--- config.mk ---
export PLATFORM = sky130hd
export DESIGN_NAME = apb_irq_event_ctrl
export DESIGN_NICKNAME = d
export VERILOG_FILES = /design/src/rtl/apb_irq_event_ctrl.sv
export SDC_FILE = /design/constraint.sdc
export NUM_CORES = 1
export LEC_CHECK = 0
export ABC_AREA = 1
export BUFFER_PORTS_ARGS = -buffer_cell sky130_fd_sc_hd__buf_2
export CORE_MARGIN = 10
export CORE_UTILIZATION = 50
export DETAILED_ROUTE_END_ITERATION = 6
export PLACE_DENSITY = 0.81
export SLEW_MARGIN = 20
export SYNTH_ARGS = -nofsm -noshare
export SYNTH_HDL_FRONTEND = slang
export SYNTH_SLANG_ARGS = --single-unit
--- constraint.sdc ---
create_clock -name HCLK -period 1.9 [get_ports HCLK]
set_input_delay 0.095 -clock HCLK [delete_from_list [all_inputs] [get_ports HCLK]]
set_output_delay 0.095 -clock HCLK [all_outputs]
set_load 0.005 [all_outputs]
--- src/rtl/apb_irq_event_ctrl.sv ---
// apb_irq_event_ctrl
//   APB interrupt/event controller with an integrated core sleep controller.
//   Captures NB_LINES irq and event sources (per-line edge or level),
//   exposes mask/pending/set registers and a prioritised IRQ ID. A sleep
//   FSM gates the core clock and fetch enable. After a wake-up it holds
//   fetch off for WAKE_CYCLES cycles while the core clock settles.
//
// Ports
//   HCLK, HRESETn        clock, async active-low reset
//   PADDR..PSLVERR       APB slave, zero wait states, PADDR[4:2] decoded
//   irq_i, event_i       sources, synchronous to HCLK
//   irq_o                IRQ_PEND & IRQ_MASK
//   irq_id_o             {valid, lowest pending index}
//   fetch_enable_i/_o    async fetch enable in, gated fetch enable out
//   clk_gate_core_o      1 = core clock runs
//   core_busy_i          core busy; sleep is entered only when idle
module apb_irq_event_ctrl #(
    parameter int APB_ADDR_WIDTH = 12,
    parameter int NB_LINES       = 32,
    parameter int SYNC_STAGES    = 2,
    parameter int WAKE_CYCLES    = 4
) (
    input  logic                      HCLK,
    input  logic                      HRESETn,
    input  logic [APB_ADDR_WIDTH-1:0] PADDR,
    input  logic [31:0]               PWDATA,
    input  logic                      PWRITE,
    input  logic                      PSEL,
    input  logic                      PENABLE,
    output logic [31:0]               PRDATA,
    output logic                      PREADY,
    output logic                      PSLVERR,
    input  logic [NB_LINES-1:0]       irq_i,
    input  logic [NB_LINES-1:0]       event_i,
    output logic [NB_LINES-1:0]       irq_o,
    output logic [5:0]                irq_id_o,
    input  logic                      fetch_enable_i,
    output logic                      fetch_enable_o,
    output logic                      clk_gate_core_o,
    input  logic                      core_busy_i
);

    localparam int CW = (WAKE_CYCLES > 1) ? $clog2(WAKE_CYCLES) : 1;

    typedef enum logic [1:0] {
        ST_RUN       = 2'd0,
        ST_WAIT_IDLE = 2'd1,
        ST_SLEEP     = 2'd2,
        ST_WAKE      = 2'd3
    } state_t;

    logic [NB_LINES-1:0]    r_irq_mask, r_irq_pend, r_evt_mask, r_evt_pend, r_edge_mode;
    logic [NB_LINES-1:0]    r_irq_q, r_evt_q;
    logic [SYNC_STAGES-1:0] r_sync;
    state_t                 r_state, w_state_nxt;
    logic [CW-1:0]          r_wcnt, w_wcnt_nxt;

    logic                   w_unmapped, w_wr, w_wake, w_sleep_req;
    logic [2:0]             w_sel;
    logic [NB_LINES-1:0]    w_wdat, w_irq_act, w_evt_act, w_irq_out;
    logic [NB_LINES-1:0]    w_irq_clr, w_irq_set, w_evt_clr;
    logic [4:0]             w_id;
    logic                   w_id_vld, w_clk_gate, w_fsm_fetch;
    logic [31:0]            w_rdata;
    logic                   w_unused;

    // Anything at 0x20 or above aliases nothing: no side effect, error response.
    assign w_unmapped  = (PADDR >> 5) != '0;
    assign w_sel       = PADDR[4:2];
    assign w_wr        = PSEL & PENABLE & PWRITE & ~w_unmapped;
    assign w_wdat      = PWDATA[NB_LINES-1:0];
    assign w_unused    = ^{PADDR[1:0], PWDATA};

    assign w_irq_clr   = (w_wr && w_sel == 3'd1) ? w_wdat : '0;
    assign w_irq_set   = (w_wr && w_sel == 3'd2) ? w_wdat : '0;
    assign w_evt_clr   = (w_wr && w_sel == 3'd4) ? w_wdat : '0;
    assign w_sleep_req = w_wr && (w_sel == 3'd7) && PWDATA[0];

    // Edge lines fire once per rising edge, level lines fire every cycle high.
    assign w_irq_act = (irq_i   & ~r_irq_q & r_edge_mode) | (irq_i   & ~r_edge_mode);
    assign w_evt_act = (event_i & ~r_evt_q & r_edge_mode) | (event_i & ~r_edge_mode);

    always_ff @(posedge HCLK or negedge HRESETn) begin
        if (!HRESETn) begin
            r_irq_mask  <= '0;
            r_irq_pend  <= '0;
            r_evt_mask  <= '0;
            r_evt_pend  <= '0;
            r_edge_mode <= '0;
            r_irq_q     <= '0;
            r_evt_q     <= '0;
            r_sync      <= '0;
        end else begin
            r_irq_q <= irq_i;
            r_evt_q <= event_i;
            r_sync  <= {r_sync[SYNC_STAGES-2:0], fetch_enable_i};
            if (w_wr && w_sel == 3'd0) r_irq_mask  <= w_wdat;
            if (w_wr && w_sel == 3'd3) r_evt_mask  <= w_wdat;
            if (w_wr && w_sel == 3'd5) r_edge_mode <= w_wdat;
            // Capture is OR'd in after the clear so a same-cycle capture wins.
            r_irq_pend <= (r_irq_pend & ~w_irq_clr) | w_irq_set | w_irq_act;
            r_evt_pend <= (r_evt_pend & ~w_evt_clr) | w_evt_act;
        end
    end

    assign w_irq_out = r_irq_pend & r_irq_mask;
    assign w_wake    = (|w_irq_out) | (|(r_evt_pend & r_evt_mask));

    // Descending scan so the lowest set index is the one left standing.
    always_comb begin
        w_id     = '0;
        w_id_vld = 1'b0;
        for (int i = NB_LINES - 1; i >= 0; i--) begin
            if (w_irq_out[i]) begin
                w_id     = 5'(i);
                w_id_vld = 1'b1;
            end
        end
    end

    always_ff @(posedge HCLK or negedge HRESETn) begin
        if (!HRESETn) begin
            r_state <= ST_RUN;
            r_wcnt  <= '0;
        end else begin
            r_state <= w_state_nxt;
            r_wcnt  <= w_wcnt_nxt;
        end
    end

    always_comb begin
        w_state_nxt = r_state;
        w_wcnt_nxt  = r_wcnt;
        w_clk_gate  = 1'b1;
        w_fsm_fetch = 1'b0;
        case (r_state)
            ST_RUN: begin
                w_fsm_fetch = 1'b1;
                if (w_sleep_req) w_state_nxt = ST_WAIT_IDLE;
            end
            ST_WAIT_IDLE: begin
                if (w_wake)            w_state_nxt = ST_RUN;
                else if (!core_busy_i) w_state_nxt = ST_SLEEP;
            end
            ST_SLEEP: begin
                w_clk_gate = 1'b0;
                w_wcnt_nxt = CW'(WAKE_CYCLES - 1);
                if (w_wake) w_state_nxt = ST_WAKE;
            end
            ST_WAKE: begin
                if (r_wcnt == '0) w_state_nxt = ST_RUN;
                else              w_wcnt_nxt  = r_wcnt - 1'b1;
            end
            default: w_state_nxt = ST_RUN;
        endcase
    end

    always_comb begin
        w_rdata = '0;
        if (!w_unmapped) begin
            case (w_sel)
                3'd0:    w_rdata[NB_LINES-1:0] = r_irq_mask;
                3'd1:    w_rdata[NB_LINES-1:0] = r_irq_pend;
                3'd3:    w_rdata[NB_LINES-1:0] = r_evt_mask;
                3'd4:    w_rdata[NB_LINES-1:0] = r_evt_pend;
                3'd5:    w_rdata[NB_LINES-1:0] = r_edge_mode;
                3'd6:    w_rdata = {w_id_vld, 26'd0, w_id};
                3'd7:    w_rdata = {29'd0, r_state, (r_state == ST_SLEEP)};
                default: w_rdata = '0;
            endcase
        end
    end

    assign PRDATA          = w_rdata;
    assign PREADY          = 1'b1;
    assign PSLVERR         = PSEL & PENABLE & w_unmapped;
    assign irq_o           = w_irq_out;
    assign irq_id_o        = {w_id_vld, w_id};
    assign fetch_enable_o  = r_sync[SYNC_STAGES-1] & w_fsm_fetch;
    assign clk_gate_core_o = w_clk_gate;

endmodule

Word level (Yosys, flattened, before mapping)

Cells that the tools add are included.

Bits in registers: 230
Output and inout port bits: 74
Logic and storage cells: 149
Bits of input ports: 115

Add/subtract/negate cells: 1
Equal/unequal tests: 15
Bitwise gates (word level): 27
Reductions and logical operators: 17
Muxes and demuxes: 79

Operators by type and width:

| operator                                                              | number |
|---|---|
| 32-bit AND                                                            | 10 |
| 32-bit case mux with 7 select lines                                   | 1 |
| 5-bit two-way mux                                                     | 32 |
| 32-bit inverter                                                       | 5 |
| 32-bit OR                                                             | 5 |
| 32-bit two-way mux                                                    | 4 |
| 32-bit OR reduction                                                   | 2 |
| 1-bit two-way mux                                                     | 34 |
| 3-bit equality test, second input constant                            | 4 |
| 2-bit two-way mux                                                     | 6 |
| 12-bit nonzero test                                                   | 1 |
| 1-bit logical AND                                                     | 8 |
| 2-bit != test, second input constant                                  | 4 |
| 2-bit case mux with 4 select lines                                    | 1 |
| 3-bit by 2-bit equality test with 1-bit output, second input constant | 2 |
| 1-bit AND                                                             | 5 |
| 2-bit equality test, second input constant                            | 2 |
| 2-bit logical NOT                                                     | 2 |
| 2-bit case mux with 2 select lines                                    | 1 |
| 4-bit AND reduction                                                   | 1 |
| 3-bit by 1-bit equality test with 1-bit output, second input constant | 1 |
| 3-bit logical NOT                                                     | 1 |
| 3-bit != test, second input constant                                  | 1 |
| 2-bit by 1-bit equality test with 1-bit output, second input constant | 1 |
| 5 further kinds                                                       | 5 |

Depth between registers and ports, before layout

Depth in word-level cells: 35
Gate-level depth with buffers: 34
Mapped depth without buffers: 34

Worst setup path before layout

Ideal clock, no wire load.

Kind: register to output
From: register r_irq_pend[31]
To: output PRDATA[0]
Path slack: -170 ps
Path buffers: 0
Cell stages (with the launch flop): 35
Arrival time: 1975 ps
Cells stage by stage: dfrtp_1 -> nand2_2 -> inv_2 -> nand2_1 -> nand2_1 -> nand2_1 -> nand2_1 -> nand2_1 -> nand2_1 -> nand2_1 -> nand2_1 -> nand2_1 -> nand2_1 -> nand2_1 -> nand2_1 -> nand2_1 -> nand2_1 -> nand2_1 -> nand2_1 -> nand2_1 -> nand2_1 -> nand2_1 -> nand2_1 -> nand2_1 -> nand2_1 -> nand2_1 -> nand2_1 -> nand2_1 -> nand2_1 -> nand2_1 -> nand2_1 -> nand2_1 -> nand2_1 -> nand3_2 -> a21oi_2

Cells in the longest elaborated chain, start to end: 35

RTL lines:

| what                                | RTL line | source |
|---|---|---|
| start: declaration                  | 52       | `logic [NB_LINES-1:0] r_irq_mask, r_irq_pend, r_evt_mask, r_evt_pend, r_edge_mode;` |
| start signal: assignment            | 101      | `r_irq_pend <= (r_irq_pend & ~w_irq_clr) \| w_irq_set \| w_irq_act;` |
| 32-bit AND                          | 106      | `assign w_irq_out = r_irq_pend & r_irq_mask;` |
| net irq_o[31]                       | 35       | `output logic [NB_LINES-1:0] irq_o,` |
| 5-bit two-way mux (32 in series)    | 114      | `if (w_irq_out[i]) begin` |
| 32-bit case mux with 7 select lines | 161      | `case (w_sel)` |
| 32-bit two-way mux                  | 160      | `if (!w_unmapped) begin` |
| end: declaration                    | 30       | `output logic [31:0] PRDATA,` |

The timed path passes the listed nets, and every way through them passes these cells.

Worst setup path in the final report

From: register r_irq_pend[30]
To: output irq_id_o[0]

Cells in the longest elaborated chain, start to end: 32

RTL lines:

| what                             | RTL line | source |
|---|---|---|
| 32-bit AND                       | 106      |  |
| 5-bit two-way mux (31 in series) | 114      |  |
| end: declaration                 | 36       | `output logic [5:0] irq_id_o,` |

Every way passes these cells.

==> impl_metrics.toml <==
[status]
status = "complete, but fails checks"
failed_checks = "setup timing"

[pwr]
swShare = 0.242
power_mw = 11.1
p_clk_frac = 0.440
p_int_mw = 8.40
p_per_area_nw_per_um2 = 755
ir_worst_vdd_v = 0.000696
p_comb_frac = 0.100
p_leak_nw = 7.25
switchingPower_mw = 2.68
p_seq_frac = 0.460

[cells_and_area]
fillCellCount = 1289
seqCellArea_um2 = 5760
areaGrowthSynthToFinish_pct = 45.8
multiInputGateArea_um2 = 4060
drive_gt1_frac = 0.274
fin_nets = 1747

[sta]
finalHoldViolCount = 0
setup_viol = 14
fin_crit_sh = 1.58
rsz0062_at_grt = "true"
fin_crit_ns = 3.00
timing.fmax_ghz = 0.333
max-slew-margin-rel = 0.623
tightestPinTransition_ns = 0.565
hold_ws_ns = 0.0839
clock_skew_ns = 0.0150
drv_slew = 0
setup_ws_ns = -1.10

[global_routing]
antenna_found_initial = 1
gr-usage-all-layers = 0.271
grt_start_max_net_pins = 67
grt_pass1_wl_um = 57600
grt_pass1_vias = 11098
overflow = 0

[logic_synthesis]
synth_compound_area_frac = 0.148
synthMuxAreaShare = 0.000995
synth_seq_area_share = 0.572
synth_area_per_cell_um2 = 8.43
synth_simple_gate_area_frac = 0.228
yosysTopAreaCell = "dfrtp_1"
ys_warn_count = 0
synth_xor_area_frac = 0.000870
synth_top_area_frac = 0.572
synth_cells = 1193
ys_types = 36
syn-num-nets = 1309
synthesis.area_um2 = 10100
synth-adder-area-share = 0.00124
synth_top_family_by_area = "simple AND/OR/NAND/NOR gates"
synth_seq_cells = 230
synthTopCellsByArea = "dfrtp_1 (57%), nand2_1 (18%), o21ai_0 (8.4%)"

[die]
boundaryPins = 189
dieArea_um2 = 26200
die_w_um = 162
die_h_um = 162
start_util = 0.512
rows = 51
core_area_um2 = 19700

[clock_tree]
cts.path.max_buffers = 3
htreeDepth = 1
cts_sinks = 230
clkTransAtPathRegs_ns = 0.06
cts_root_buffer = "clkbuf_16"
cts_tree = "done"
cts_made_buffers = 25
clkLatencyLatePin_ns = 0.53

[routing]
drt-initial-drc-count = 1080
drc = 0
dr.pass1.iters = 6
antenna_left = 0
vias_per_cell = 5.59
route.detailed.wl_per_inst_um = 19.3
wl_um = 37000
vias = 10694

[place]
gp_congestion = 0.896
io_buffers = 185
dp_hpwl_um = 23800

[job]
maxCapViolCount = 0

[critical_path]
crit_arrival_ns = 2.91
rr_startpoint = "r_irq_pend[30]$_DFF_PN0_"
reg2regPathDepth = 14
critical_path.max_stage_delay_ns = 0.40
critPathCapture = "irq_id_o[0]"
r2r_end = "r_state[0]$_DFFE_PN0P_"
startpoint = "r_irq_pend[30]$_DFF_PN0_"
crit_slowest_cell = "dfrtp_1"
path_class = "reg -> out"
cp_max_fo = 2
crit_path_frequent_cell = "nand2_1"
required_ns = 1.80
cp-end-kind = "output port"
r2r_slack_ns = -0.30
crit_path_start_kind = "flop"

[hold_path]
hp-class = "in -> reg"
-- cells by family after synthesis --
logic type / Yosys count
adders and majority gates: 1
buffers and inverters: 128
xor gates and xnor gates: 1
AOI/OAI and AO/OA: 252
muxes: 1
DFF: 230
and+or+nand+nor: 579
other: 1
-- power groups by stage --
stage	clock, mW	combinational (mW)	sequential (mW)
CTS	4.90	1.06	5.09
floorplan	0	0.379	5.16
global route	5.12	1.21	5.11
global placement	0	0.846	5.17
finish	4.87	1.11	5.10
detailed placement	0	0.874	5.18
-- placed cells by master, fill, tap and decap left out, types with 14 or more instances in the layout --
master         Yosys  final
buf_2              0    182
clkbuf_16          0     25
inv_1             80     79
nand2_1          475    462
nor2_1            33     28
buf_4              2    157
nand3_1           46     46
o21ai_0          168    167
dfrtp_1          230    230
dlygate4sd3_1      0     98
nand2_2            2     14
a221oi_1          28     25
-- layer usage --
metal | track usage | part of all wire
met1 | 0.319 | 0.37
met2 | 0.468 | 0.49
met3 | 0.0538 | 0.091
met4 | 0.123 | 0.051
met5 | 0 | 0
-- state kept, by name, indices dropped and copies added (netlist names), named ones only --
name / flops
r_irq_pend: 32
r_wcnt: 2
r_evt_pend: 32
r_state: 1
r_evt_mask: 32
r_edge_mode: 32
r_irq_q: 32
r_evt_q: 32
r_irq_mask: 32
r_sync: 2
-- through the flow --
step	cell area, um2	utilization	cells	setup TNS, ns	setup slack [ns]
after floorplan	10100	-	1193	-0.224	-0.170
after global routing	14700	0.747	1914	-10.91	-1.49
after global placement	12600	0.639	1763	-22.01	-0.525
after CTS	14500	0.740	1911	-8.15	-1.08
final	14700	0.747	1914	-8.41	-1.10
after detailed placement	12600	0.639	1763	-29.17	-0.550
-- worst max-delay path: cells and delay by family (launching register included) --
family | cells | cell delay [ns]
and+or+nand+nor | 30 | 1.59
DFF | 1 | 0.40
AOI/OAI and AO/OA | 1 | 0.13
buffers and inverters | 2 | 0.27
-- synthesized netlist by cell type (all sizes together) --
library cell / number
nand2: 478
dfrtp: 230
o21ai: 169
inv: 81
nand3: 47
clkbuf: 43
nor2: 33
a221oi: 28
a21oi: 16
a22o: 10
nor3: 10
a31oi: 9
a22oi: 7
a41oi: 7
and3: 4
nand4: 4
a32o: 2
buf: 2
clkinv: 2
a21boi: 1
a221o: 1
conb: 1
ha: 1
mux2i: 1
nor3b: 1
nor4: 1
o211ai: 1
o31ai: 1
or4: 1
xor2: 1
-- how the worst min path moves through the flow --
stage	startpoint	to	slack [ns]	depth (start not counted)
2_1_floorplan	HRESETn	async pin	-0.20	0
4_1_cts	core_busy_i	flop	0.06	5
6_report	core_busy_i	flop	0.08	5
3_3_place_gp	HRESETn	r_irq_q[6]$_DFF_PN0_	0.09	1
5_1_grt	core_busy_i	flop	0.09	5
3_5_place_dp	HRESETn	r_irq_q[6]$_DFF_PN0_	0.09	1
-- final cells by class --
| cell class | count | area share |
|---|---|---|
| clock inverter | 10 | 0.00733 |
| clock buffer | 34 | 0.0484 |
| sequential | 230 | 0.392 |
| antenna | 1 | 0.000171 |
| timing repair buffer | 456 | 0.231 |
| tap | 265 | 0.0226 |
| multi-input combinational | 835 | 0.277 |
| inverter | 83 | 0.0215 |
-- timing repair --
item	4_1_cts	5_1_grt
pin swaps	13	12
setup endpoints to repair	28	38
setup buffers	7	2
hold buffers	98	0
hold endpoints to repair	453	0
gates resized for setup	30	27
Power figures use the tool's default switching activity.
